## config.mk

```make
export PLATFORM = sky130hd
export DESIGN_NAME = voice_allocator
export DESIGN_NICKNAME = d
export VERILOG_FILES = /design/src/rtl/voice_allocator.sv
export SDC_FILE = /design/constraint.sdc
export NUM_CORES = 1
export LEC_CHECK = 0
export CAP_MARGIN = 30
export CORE_MARGIN = 2
export CORE_UTILIZATION = 35
export CTS_BUF_LIST = sky130_fd_sc_hd__clkbuf_4 sky130_fd_sc_hd__clkbuf_8 sky130_fd_sc_hd__clkbuf_16
export DETAILED_ROUTE_END_ITERATION = 8
export PLACE_DENSITY = 0.49
export SLEW_MARGIN = 20
export SYNTH_ARGS = -nofsm -noshare
export SYNTH_HDL_FRONTEND = slang
export SYNTH_SLANG_ARGS = --single-unit
export TNS_END_PERCENT = 100
```

## constraint.sdc

```tcl
create_clock -name i_clk -period 10 [get_ports i_clk]
set_clock_uncertainty 0.05 [all_clocks]
set_input_delay 1 -clock i_clk [delete_from_list [all_inputs] [get_ports i_clk]]
set_output_delay 1 -clock i_clk [all_outputs]
set_load 0.005 [all_outputs]
```

## src/rtl/voice_allocator.sv

```systemverilog
`default_nettype none
// ============================================================================
// Module      : voice_allocator
// Description : Polyphonic voice-pool scheduler. Maps note-on/off commands to
//               voice slots (retrigger > free slot > oldest-voice steal) and
//               issues one single-cycle update per command on the o_SPI_* bus.
// Revision    : 1.0 - initial release
// ============================================================================
module voice_allocator #(
  parameter int NUM_VOICES = 16,
  parameter int AGE_W      = 8
) (
  input  logic        i_clk,
  input  logic        i_reset,
  input  logic        i_cmd_valid,
  output logic        o_cmd_ready,
  input  logic        i_cmd_note_on,
  input  logic [6:0]  i_cmd_key,
  input  logic [31:0] i_cmd_tuning_code,
  input  logic [6:0]  i_cmd_velocity,
  output logic        o_SPI_note_status,
  output logic [7:0]  o_SPI_voice_index,
  output logic [31:0] o_SPI_tuning_code,
  output logic [6:0]  o_SPI_velocity,
  output logic        o_SPI_flag,
  output logic [7:0]  o_active_count,
  output logic        o_steal,
  output logic        o_drop
);

  localparam int               IDX_W    = $clog2(NUM_VOICES);
  localparam logic [IDX_W-1:0] LAST_IDX = IDX_W'(NUM_VOICES - 1);

  typedef enum logic [1:0] {
    S_IDLE  = 2'd0,
    S_SCAN  = 2'd1,
    S_ISSUE = 2'd2
  } state_t;

  state_t state_q, state_d;

  // Slot table
  logic [NUM_VOICES-1:0] active_q;
  logic [6:0]            key_q [NUM_VOICES];
  logic [AGE_W-1:0]      age_q [NUM_VOICES];

  // Latched command
  logic        cmd_on_q;
  logic [6:0]  cmd_key_q;
  logic [31:0] cmd_tc_q;
  logic [6:0]  cmd_vel_q;

  // Scan trackers
  logic [IDX_W-1:0] scan_idx_q;
  logic             match_found_q, free_found_q, old_found_q;
  logic [IDX_W-1:0] match_idx_q, free_idx_q, old_idx_q;
  logic [AGE_W-1:0] old_age_q;

  // Output registers
  logic        spi_status_q;
  logic [7:0]  spi_idx_q;
  logic [31:0] spi_tc_q;
  logic [6:0]  spi_vel_q;
  logic        spi_flag_q, steal_q, drop_q;
  // One extra bit so a full 256-voice pool cannot wrap the count.
  logic [8:0]  count_q;

  // Slot decision made in ISSUE
  logic [IDX_W-1:0] sel_idx;
  logic             do_steal, take_free;

  logic             w_handshake;
  assign w_handshake = (state_q == S_IDLE) && i_cmd_valid;
  assign o_cmd_ready = (state_q == S_IDLE);

  // State register
  always_ff @(posedge i_clk or negedge i_reset) begin
    if (!i_reset) state_q <= S_IDLE;
    else          state_q <= state_d;
  end

  // Next-state logic: IDLE -> SCAN (NUM_VOICES cycles) -> ISSUE -> IDLE
  always_comb begin
    state_d = state_q;
    case (state_q)
      S_IDLE:  if (i_cmd_valid) state_d = S_SCAN;
      S_SCAN:  if (scan_idx_q == LAST_IDX) state_d = S_ISSUE;
      S_ISSUE: state_d = S_IDLE;
      default: state_d = S_IDLE;
    endcase
  end

  // Command latch and one-slot-per-cycle scan of the table
  always_ff @(posedge i_clk or negedge i_reset) begin
    if (!i_reset) begin
      cmd_on_q      <= 1'b0;
      cmd_key_q     <= '0;
      cmd_tc_q      <= '0;
      cmd_vel_q     <= '0;
      scan_idx_q    <= '0;
      match_found_q <= 1'b0;
      free_found_q  <= 1'b0;
      old_found_q   <= 1'b0;
      match_idx_q   <= '0;
      free_idx_q    <= '0;
      old_idx_q     <= '0;
      old_age_q     <= '0;
    end else if (w_handshake) begin
      cmd_on_q      <= i_cmd_note_on;
      cmd_key_q     <= i_cmd_key;
      cmd_tc_q      <= i_cmd_tuning_code;
      cmd_vel_q     <= i_cmd_velocity;
      scan_idx_q    <= '0;
      match_found_q <= 1'b0;
      free_found_q  <= 1'b0;
      old_found_q   <= 1'b0;
      old_age_q     <= '0;
    end else if (state_q == S_SCAN) begin
      if (active_q[scan_idx_q] && key_q[scan_idx_q] == cmd_key_q && !match_found_q) begin
        match_found_q <= 1'b1;
        match_idx_q   <= scan_idx_q;
      end
      if (!active_q[scan_idx_q] && !free_found_q) begin
        free_found_q <= 1'b1;
        free_idx_q   <= scan_idx_q;
      end
      // Strict compare keeps the lowest index on equal ages.
      if (active_q[scan_idx_q] && (!old_found_q || age_q[scan_idx_q] > old_age_q)) begin
        old_found_q <= 1'b1;
        old_idx_q   <= scan_idx_q;
        old_age_q   <= age_q[scan_idx_q];
      end
      if (scan_idx_q != LAST_IDX) scan_idx_q <= scan_idx_q + IDX_W'(1);
    end
  end

  // Slot choice: retrigger > free > steal oldest (note-off uses the match)
  always_comb begin
    sel_idx   = match_idx_q;
    do_steal  = 1'b0;
    take_free = 1'b0;
    if (cmd_on_q && !match_found_q) begin
      if (free_found_q) begin
        sel_idx   = free_idx_q;
        take_free = 1'b1;
      end else begin
        sel_idx  = old_idx_q;
        do_steal = 1'b1;
      end
    end
  end

  // Table update in ISSUE; note-on ages all other active slots
  always_ff @(posedge i_clk or negedge i_reset) begin
    if (!i_reset) begin
      active_q <= '0;
      for (int i = 0; i < NUM_VOICES; i++) begin
        key_q[i] <= '0;
        age_q[i] <= '0;
      end
    end else if (state_q == S_ISSUE) begin
      if (cmd_on_q) begin
        for (int i = 0; i < NUM_VOICES; i++) begin
          if (IDX_W'(i) == sel_idx) begin
            active_q[i] <= 1'b1;
            key_q[i]    <= cmd_key_q;
            age_q[i]    <= '0;
          end else if (active_q[i] && age_q[i] != '1) begin
            age_q[i] <= age_q[i] + AGE_W'(1);
          end
        end
      end else if (match_found_q) begin
        active_q[match_idx_q] <= 1'b0;
      end
    end
  end

  // SPI update bus, pulses and active count; data holds between flags
  always_ff @(posedge i_clk or negedge i_reset) begin
    if (!i_reset) begin
      spi_status_q <= 1'b0;
      spi_idx_q    <= '0;
      spi_tc_q     <= '0;
      spi_vel_q    <= '0;
      spi_flag_q   <= 1'b0;
      steal_q      <= 1'b0;
      drop_q       <= 1'b0;
      count_q      <= '0;
    end else begin
      spi_flag_q <= 1'b0;
      steal_q    <= 1'b0;
      drop_q     <= 1'b0;
      if (state_q == S_ISSUE) begin
        if (cmd_on_q || match_found_q) begin
          spi_flag_q   <= 1'b1;
          spi_status_q <= cmd_on_q;
          spi_idx_q    <= 8'(sel_idx);
          spi_tc_q     <= cmd_tc_q;
          spi_vel_q    <= cmd_vel_q;
          steal_q      <= do_steal;
          if (take_free)      count_q <= count_q + 9'd1;
          else if (!cmd_on_q) count_q <= count_q - 9'd1;
        end else begin
          drop_q <= 1'b1;
        end
      end
    end
  end

  assign o_SPI_note_status = spi_status_q;
  assign o_SPI_voice_index = spi_idx_q;
  assign o_SPI_tuning_code = spi_tc_q;
  assign o_SPI_velocity    = spi_vel_q;
  assign o_SPI_flag        = spi_flag_q;
  assign o_steal           = steal_q;
  assign o_drop            = drop_q;
  assign o_active_count    = count_q[8] ? 8'hFF : count_q[7:0];

endmodule
`default_nettype wire

```

==> results of run 1 <==
## logic make-up (layout without fill, tap and decap cells)
logic type,after synthesis,after routing,share of synthesized area (%)
xor+xnor,118,118,5.45
mux,237,237,18.2
other cells,1,4,0.0198
simple gates,676,676,15.1
buf+inv,132,267,2.90
fa+ha+maj,33,33,2.22
compound gates,137,137,4.97
flops,388,388,51.2
## sequential cells by signal, summed over array words and instances, names as in the netlist, 7 cells and up
signal             count
o_SPI_velocity         7
cmd_key_q              7
age_q                128
key_q                112
cmd_vel_q              7
count_q                9
o_SPI_tuning_code     32
active_q              16
old_age_q              8
cmd_tc_q              32
## area by class of cell
cell class                      instances  share of cell area, %
Multi-Input combinational cell       1205                   38.9
Clock inverter                         12                  0.499
Tap cell                              696                   3.86
Inverter                               40                  0.665
Timing Repair Buffer                  142                   6.48
Sequential cell                       388                   43.1
Clock buffer                           73                   6.52
## critical path, stage by stage (launching register included)
cell and delay (ns):
dfrtp_4 0.54, buf_4 0.45, buf_16 0.31, mux4_2 0.56, mux4_2 0.50, ha_1 0.31, nor2b_1 0.14, o21a_1 0.16
o21ai_0 0.14, a21oi_1 0.09, o22ai_1 0.17, a211o_1 0.51, mux2_2 0.40
## Yosys cell counts (8+ instances only)
| master | number |
|---|---|
| or2_2 | 10 |
| buf_2 | 13 |
| clkbuf_1 | 63 |
| and3_1 | 15 |
| xor2_1 | 56 |
| mux2_2 | 134 |
| nand2_1 | 302 |
| nor3_1 | 25 |
| mux2i_1 | 29 |
| nor2_1 | 195 |
| a21o_1 | 12 |
| nand4_1 | 10 |
| o21ai_0 | 33 |
| mux4_2 | 68 |
| inv_1 | 38 |
| nand3_1 | 88 |
| xnor2_1 | 62 |
| buf_1 | 9 |
| o211ai_1 | 16 |
| a32o_1 | 15 |
| a21oi_1 | 19 |
| dfrtp_1 | 388 |
| o31ai_1 | 15 |
| ha_1 | 32 |
| nor2b_1 | 8 |
## path summary, 6_finish.rpt
path / cells after the start / startpoint / end
worst max-delay path: 12 / scan_idx_q[0] / old_idx_q[0]
worst min-delay path: 1 / i_reset / age_q[108]
worst max register to register: 12 / scan_idx_q[0] / old_idx_q[0]
worst min register to register: 2 / cmd_vel_q[6] / o_SPI_velocity[6]
max in group asynchronous: 3 / i_reset / age_q[16]
min in group i_clk: 2 / cmd_vel_q[6] / o_SPI_velocity[6]
## metrics by stage
stage | area [µm²] | hold WS, ns | util, % | power [mW]
after floorplan | 19000 | 0.385 | - | 2.73
after global placement | 20800 | 0.392 | 38.7 | 3.19
after detailed placement | 20900 | 0.397 | 38.9 | 3.22
after CTS | 22500 | 0.410 | 41.8 | 4.97
after global routing | 22600 | 0.426 | 42.0 | 5.17
final | 22600 | 0.391 | 42.0 | 4.91
## per-layer routing
| layer | up-vias | wire (µm) | GRT usage [%] | part of all wire (%) |
|---|---|---|---|---|
| met3 | 80 | 2400 | 3.23 | 4.7 |
| met2 | 240 | 23900 | 30.0 | 47 |
| met4 | 0 | 1480 | 6.31 | 2.9 |
| met5 | - | 0 | 0 | 0 |
| li1 | 6151 | - | - | - |
| met1 | 6611 | 23500 | 25.8 | 46 |
## power by group through the flow
stage	Sequential [mW]	Combinational [mW]	Clock [mW]
2_1_floorplan	1.86	0.872	0
3_3_place_gp	1.98	1.20	0
4_1_cts	1.96	1.24	1.77
6_report	1.96	1.23	1.72
5_1_grt	1.99	1.34	1.84
3_5_place_dp	1.99	1.24	0
==> results.md, run 1 <==
* Top cell type by total area after synthesis: dfrtp_1
* Setup ws final at 5.54 ns
* Fin. Hold Viols at 0
* Cells after Synth at 1722
* Vias/cell at 5.12
* Slew HR at 38.3%
* Fin Setup TNS at 0 ns
* Sw Ratio at 32.2%
* Gr usage total at 18.7%
* Status: completed
* Area taken by multi-input logic gates at 8780 µm²
* Initial antenna violation count at 0
* Largest net degree at the start of global routing at 93
* Global placement routability congestion at 0.865
* Initial DRC Count at 699
* Worst Setup End Kind: flip-flop
* Crit path kind: flip-flop to flip-flop
* Final Slew Violations at 0
* Commonest cells after routing, fill and taps aside: dfrtp_1 (386), nand2_1 (302), nor2_1 (194)
* Worst-Margin Slew at 0.926 ns
* Power share of the sequential group at 39.9%
* Critical Path RT at 10.42 ns
* Combinational Power Share at 25.0%
* NetSw at 1.58 mW
* Number of flops mapped to enable cells by yosys at 0
* Area growth syn-to-layout at 19.0%
* CTS tree: yes
* Dominant synthesized flop cell: dfrtp_1
* Flops & latches, synth at 388
* DRC at 0
* Cell Count, Final, Fillers Out at 2556
* Yosys top cell area share at 51.2%
* Register area share after synthesis at 51.2%
* Buffers added on ports at 105
* Max-cap violations at 0
* Die width at 237 µm
* Post-CTS Setup Bufs at 0
* Cts bufs inserted at 46
* Final ANT Viol Nets at 0
* Final setup vio count at 0
* FFs w/ async S/R, synth at 100%
* Vias at 13.1k
* Crit-path max FO at 33
* DP Cell Count at 2465
* RSZ-0062 raised after global routing: no
* H-tree levels at 2
* Die Y at 237 µm
* Routed WL at 51.3 mm
* Final #Nets at 1906
* Startpoint Class: flip-flop
* Hold buffer count at cts at 0
* P_leak at 10.4 nW
* Vias in the first global route at 13.5k
* Pre-Repair DR Iteration Count at 4
* Ratio of cells with drive above 1 in the final layout at 19.5%
* Synthesized cell area at 19000 µm²
* Post-CTS Resized at 0
* Core box area at 53700 µm²
* Clock sinks at 388
* Leading post-synthesis cells by cell area: dfrtp_1 (51%), mux4_2 (8.1%), mux2_2 (8.0%), nand2_1 (6.0%), nor2_1 (3.9%)
* DP HPWL at 35.5 mm
* Floorplan row count at 85
* ANT cells at 0
* R2R setup slack at 5.54 ns
* First-pass GRT wire length at 81.0 mm
* Clock transition at path regs at 0.06 ns
* Final Cycle Share at 44.6%
* Pwr per Cell Area at 218 nW/µm²
* HP Class: input port to asynchronous set/reset pin
* I/O Pins at 110
* Clk buf depth at 3
* Fmax at 224 MHz
* Worst path arrival time at 4.88 ns
* CTS root buf: clkbuf_16
* YS warnings at 0
* Minimum clock period at 4.46 ns
* Most common cell after layout, fill and taps aside: dfrtp_1
* Worst VDD drop at 0.147 mV
* DP Worst Slack at 5.53 ns
* Filler Cell Count at 5065
* Gr ovfl total at 0
* Initial core utilization at 35.3%
* Mean Syn Cell Area at 11.0 µm²
* Routed wire per std cell at 20.1 µm
* Die area at 56100 µm²
* Clock group share of total power at 35.1%
* Sequential cell area at 9720 µm²
* Yosys cell types at 52
* Clk Latency, worst-skew pair at 0.59 ns
* Internal cell power at 3.33 mW
Power figures use the tool's default switching activity.
==> run 2: changes to the inputs <==
- clock period: 10 -> 4.25 ns (I/O delays scaled with it)
==> run 2 against run 1 <==
  * Worst setup slack got worse by 5.2 ns
  * Flip-flop and latch count did not move
  * Die area did not move
  * Power rose by 140%
  * Cell area rose by 0.14%
  * Hold slack got worse by 0.061 ns
  * Sequential share of layout area fell by 0.060 points
  * Combinational power rose by 120%
  * Cell count rose by 0.47%
  * First-iteration DRC count rose by 24%
  * Largest power group unchanged
==> results.md, run 2 (synthesis results as in run 1) <==
* Status: completed
* Routed wire per std cell at 19.9 µm (-0.73%)
* Routed WL at 51.2 mm (-0.26%)
* Worst path arrival time at 4.39 ns (-0.49 ns)
* Post-route cell area at 22600 µm² (+0.14%)
* RSZ-0062 raised after global routing: no
* Area taken by multi-input logic gates at 8770 µm² (-0.21%)
* Largest register FFs at 128 (unchanged)
* First-pass GRT wire length at 81.4 mm (+0.41%)
* Internal cell power at 7.94 mW (+140%)
* Global placement routability congestion at 0.867 (+0.23%)
* Fin. Hold Viols at 0 (unchanged)
* Clock sinks at 388 (unchanged)
* Most flop-heavy register: age_q
* RR Startpoint: scan_idx_q[0]
* Final Cycle Share at 93.2% (+49 points)
* Largest net degree at the start of global routing at 126 (+35%)
* Cts bufs inserted at 46 (unchanged)
* Pwr per Cell Area at 514 nW/µm² (+140%)
* R2R setup slack at 0.29 ns (-5.25 ns)
* Clock transition at path regs at 0.06 ns (about the same)
* Crit path kind: flip-flop to flip-flop
* Largest regs: age_q (128), key_q (112)
* Startpoint Class: flip-flop
* I/O Pins at 110 (unchanged)
* HP Class: input port to asynchronous set/reset pin
* Initial antenna violation count at 1 (+1)
* Dpl cell area at 21000 µm² (+0.47%)
* Pre-Repair DR Iteration Count at 5 (+1)
* Die Y at 237 µm (unchanged)
* Final ANT Viol Nets at 0 (unchanged)
* Worst r2r path cells at 12 (unchanged)
* Gr ovfl total at 0 (unchanged)
* H-tree levels at 2 (unchanged)
* ANT cells at 0 (unchanged)
* Worst Setup End Kind: flip-flop
* DP HPWL at 35.9 mm (+1.2%)
* Combinational Power Share at 23.3% (-1.7 points)
* Ratio of cells with drive above 1 in the final layout at 20.0% (+0.46 points)
* Crit-path max FO at 24 (-27%)
* Sequential cell area at 9720 µm² (unchanged)
* Sw Ratio at 31.7% (-0.49 points)
* Critical Path RT at 4.68 ns (-5.74 ns)
* Vias in the first global route at 13.6k (+0.45%)
* Final setup vio count at 0 (unchanged)
* Buffers added on ports at 105 (unchanged)
* FF-to-FF End: old_age_q[6]
* CTS tree: yes
* Commonest cells after routing, fill and taps aside: dfrtp_1 (386), nand2_1 (302), nor2_1 (194)
* Worst-Margin Slew at 0.840 ns (-0.0864 ns)
* Initial DRC Count at 869 (+24%)
* CTS root buf: clkbuf_16
* Gr usage total at 18.7% (about the same)
* Power share of the sequential group at 41.0% (+1.1 points)
* Area growth syn-to-layout at 19.2%
* Fin Setup TNS at 0 ns (unchanged)
* Slew HR at 44.0% (+5.8 points)
* Fmax at 253 MHz (+13%)
* NetSw at 3.68 mW (+130%)
* Clk buf depth at 3 (unchanged)
* Max-cap violations at 0 (unchanged)
* Worst VDD drop at 0.348 mV (+140%)
* Die width at 237 µm (unchanged)
* Filler Cell Count at 5037 (-0.55%)
* Vias/cell at 5.19 (+1.3%)
* Clk Latency, worst-skew pair at 0.60 ns (about the same)
* Floorplan row count at 85 (unchanged)
* Final #Nets at 1919 (+0.68%)
* Core box area at 53700 µm² (unchanged)
* Die area at 56100 µm² (unchanged)
* Clock group share of total power at 35.7% (+0.6 points)
* Fin util at 42.1% (+0.058 points)
* Pwr Total at 11.6 mW (+140%)
* Initial core utilization at 35.3% (unchanged)
* Post-CTS Resized at 0 (unchanged)
* Most common cell after layout, fill and taps aside: dfrtp_1
* Minimum clock period at 3.96 ns (-0.502 ns)
* Final Slew Violations at 0 (unchanged)
* P_leak at 10.5 nW (+0.49%)
* Vias at 13.3k (+1.8%)
* DRC at 0 (unchanged)
-- run 2: changes by cell type in the layout (fill, tap and decap cells not counted), sizes merged --
cell / change
clkbuf: -5
bufinv: +3
clkinvlp: -2
buf: +13
dlygate4sd3: +1
inv: +2
-- run 2: per-stage QoR --
step / cells / hold slack (ns) / setup WS [ns]
global placement: 2483 / 0.391 / 0.322
CTS: 2568 / 0.303 / 0.246
finish: 2568 / 0.329 / 0.291
global route: 2568 / 0.327 / 0.0572
floorplan: 1725 / 0.0794 / 0.0399
detailed placement: 2483 / 0.395 / 0.269
-- run 2: power groups by stage --
stage,clock network (mW),registers [mW],logic (mW)
floorplan,0,4.37,2.05
global route,4.43,4.85,2.94
finish,4.16,4.77,2.70
global placement,0,4.81,2.69
CTS,4.28,4.77,2.73
detailed placement,0,4.83,2.72
-- run 2: what timing repair did --
item / CTS / global route
setup buffers: 0 / 0
endpoints found under the hold margin: 69 / 0
hold buffers: 1 / 0
-- run 2: worst max-delay path by stage --
stage / end / from / slack (ns)
6_report: old_age_q[6] / scan_idx_q[0] / 0.29
5_1_grt: old_age_q[4] / scan_idx_q[0] / 0.06
4_1_cts: old_age_q[6] / scan_idx_q[0] / 0.25
3_5_place_dp: old_age_q[6] / scan_idx_q[0] / 0.27
3_3_place_gp: old_age_q[5] / scan_idx_q[0] / 0.32
2_1_floorplan: old_age_q[1] / scan_idx_q[0] / 0.04
-- run 2: worst max-delay path, cell delays in order, from the launching register on --
cell and delay, ns:
dfrtp_4 0.73, buf_4 0.28, mux4_2 0.51, mux4_2 0.47
ha_1 0.32, a21oi_1 0.16, nor2b_1 0.06, o21ai_0 0.14
nand2b_1 0.08, o22ai_1 0.20, a211o_1 0.29, buf_4 0.19
mux2_2 0.33
-- run 2: area by class of cell --
cell class | instances | area share, %
flip-flops and latches | 388 | 43.0
multi-input cells | 1205 | 38.8
repair buffers | 155 | 6.57
clock buffers | 69 | 6.16
well taps | 696 | 3.85
clock inverters | 15 | 0.974
inverters | 40 | 0.664
-- run 2: per-layer routing --
layer	vias to the layer above	wire length, µm	share of wire (%)	GRT usage, %
met4	0	1790	3.5	7.12
met5	-	0	0	0
met2	270	24100	47	29.9
met3	99	2030	4.0	2.76
li1	6168	-	-	-
met1	6783	23300	45	25.8
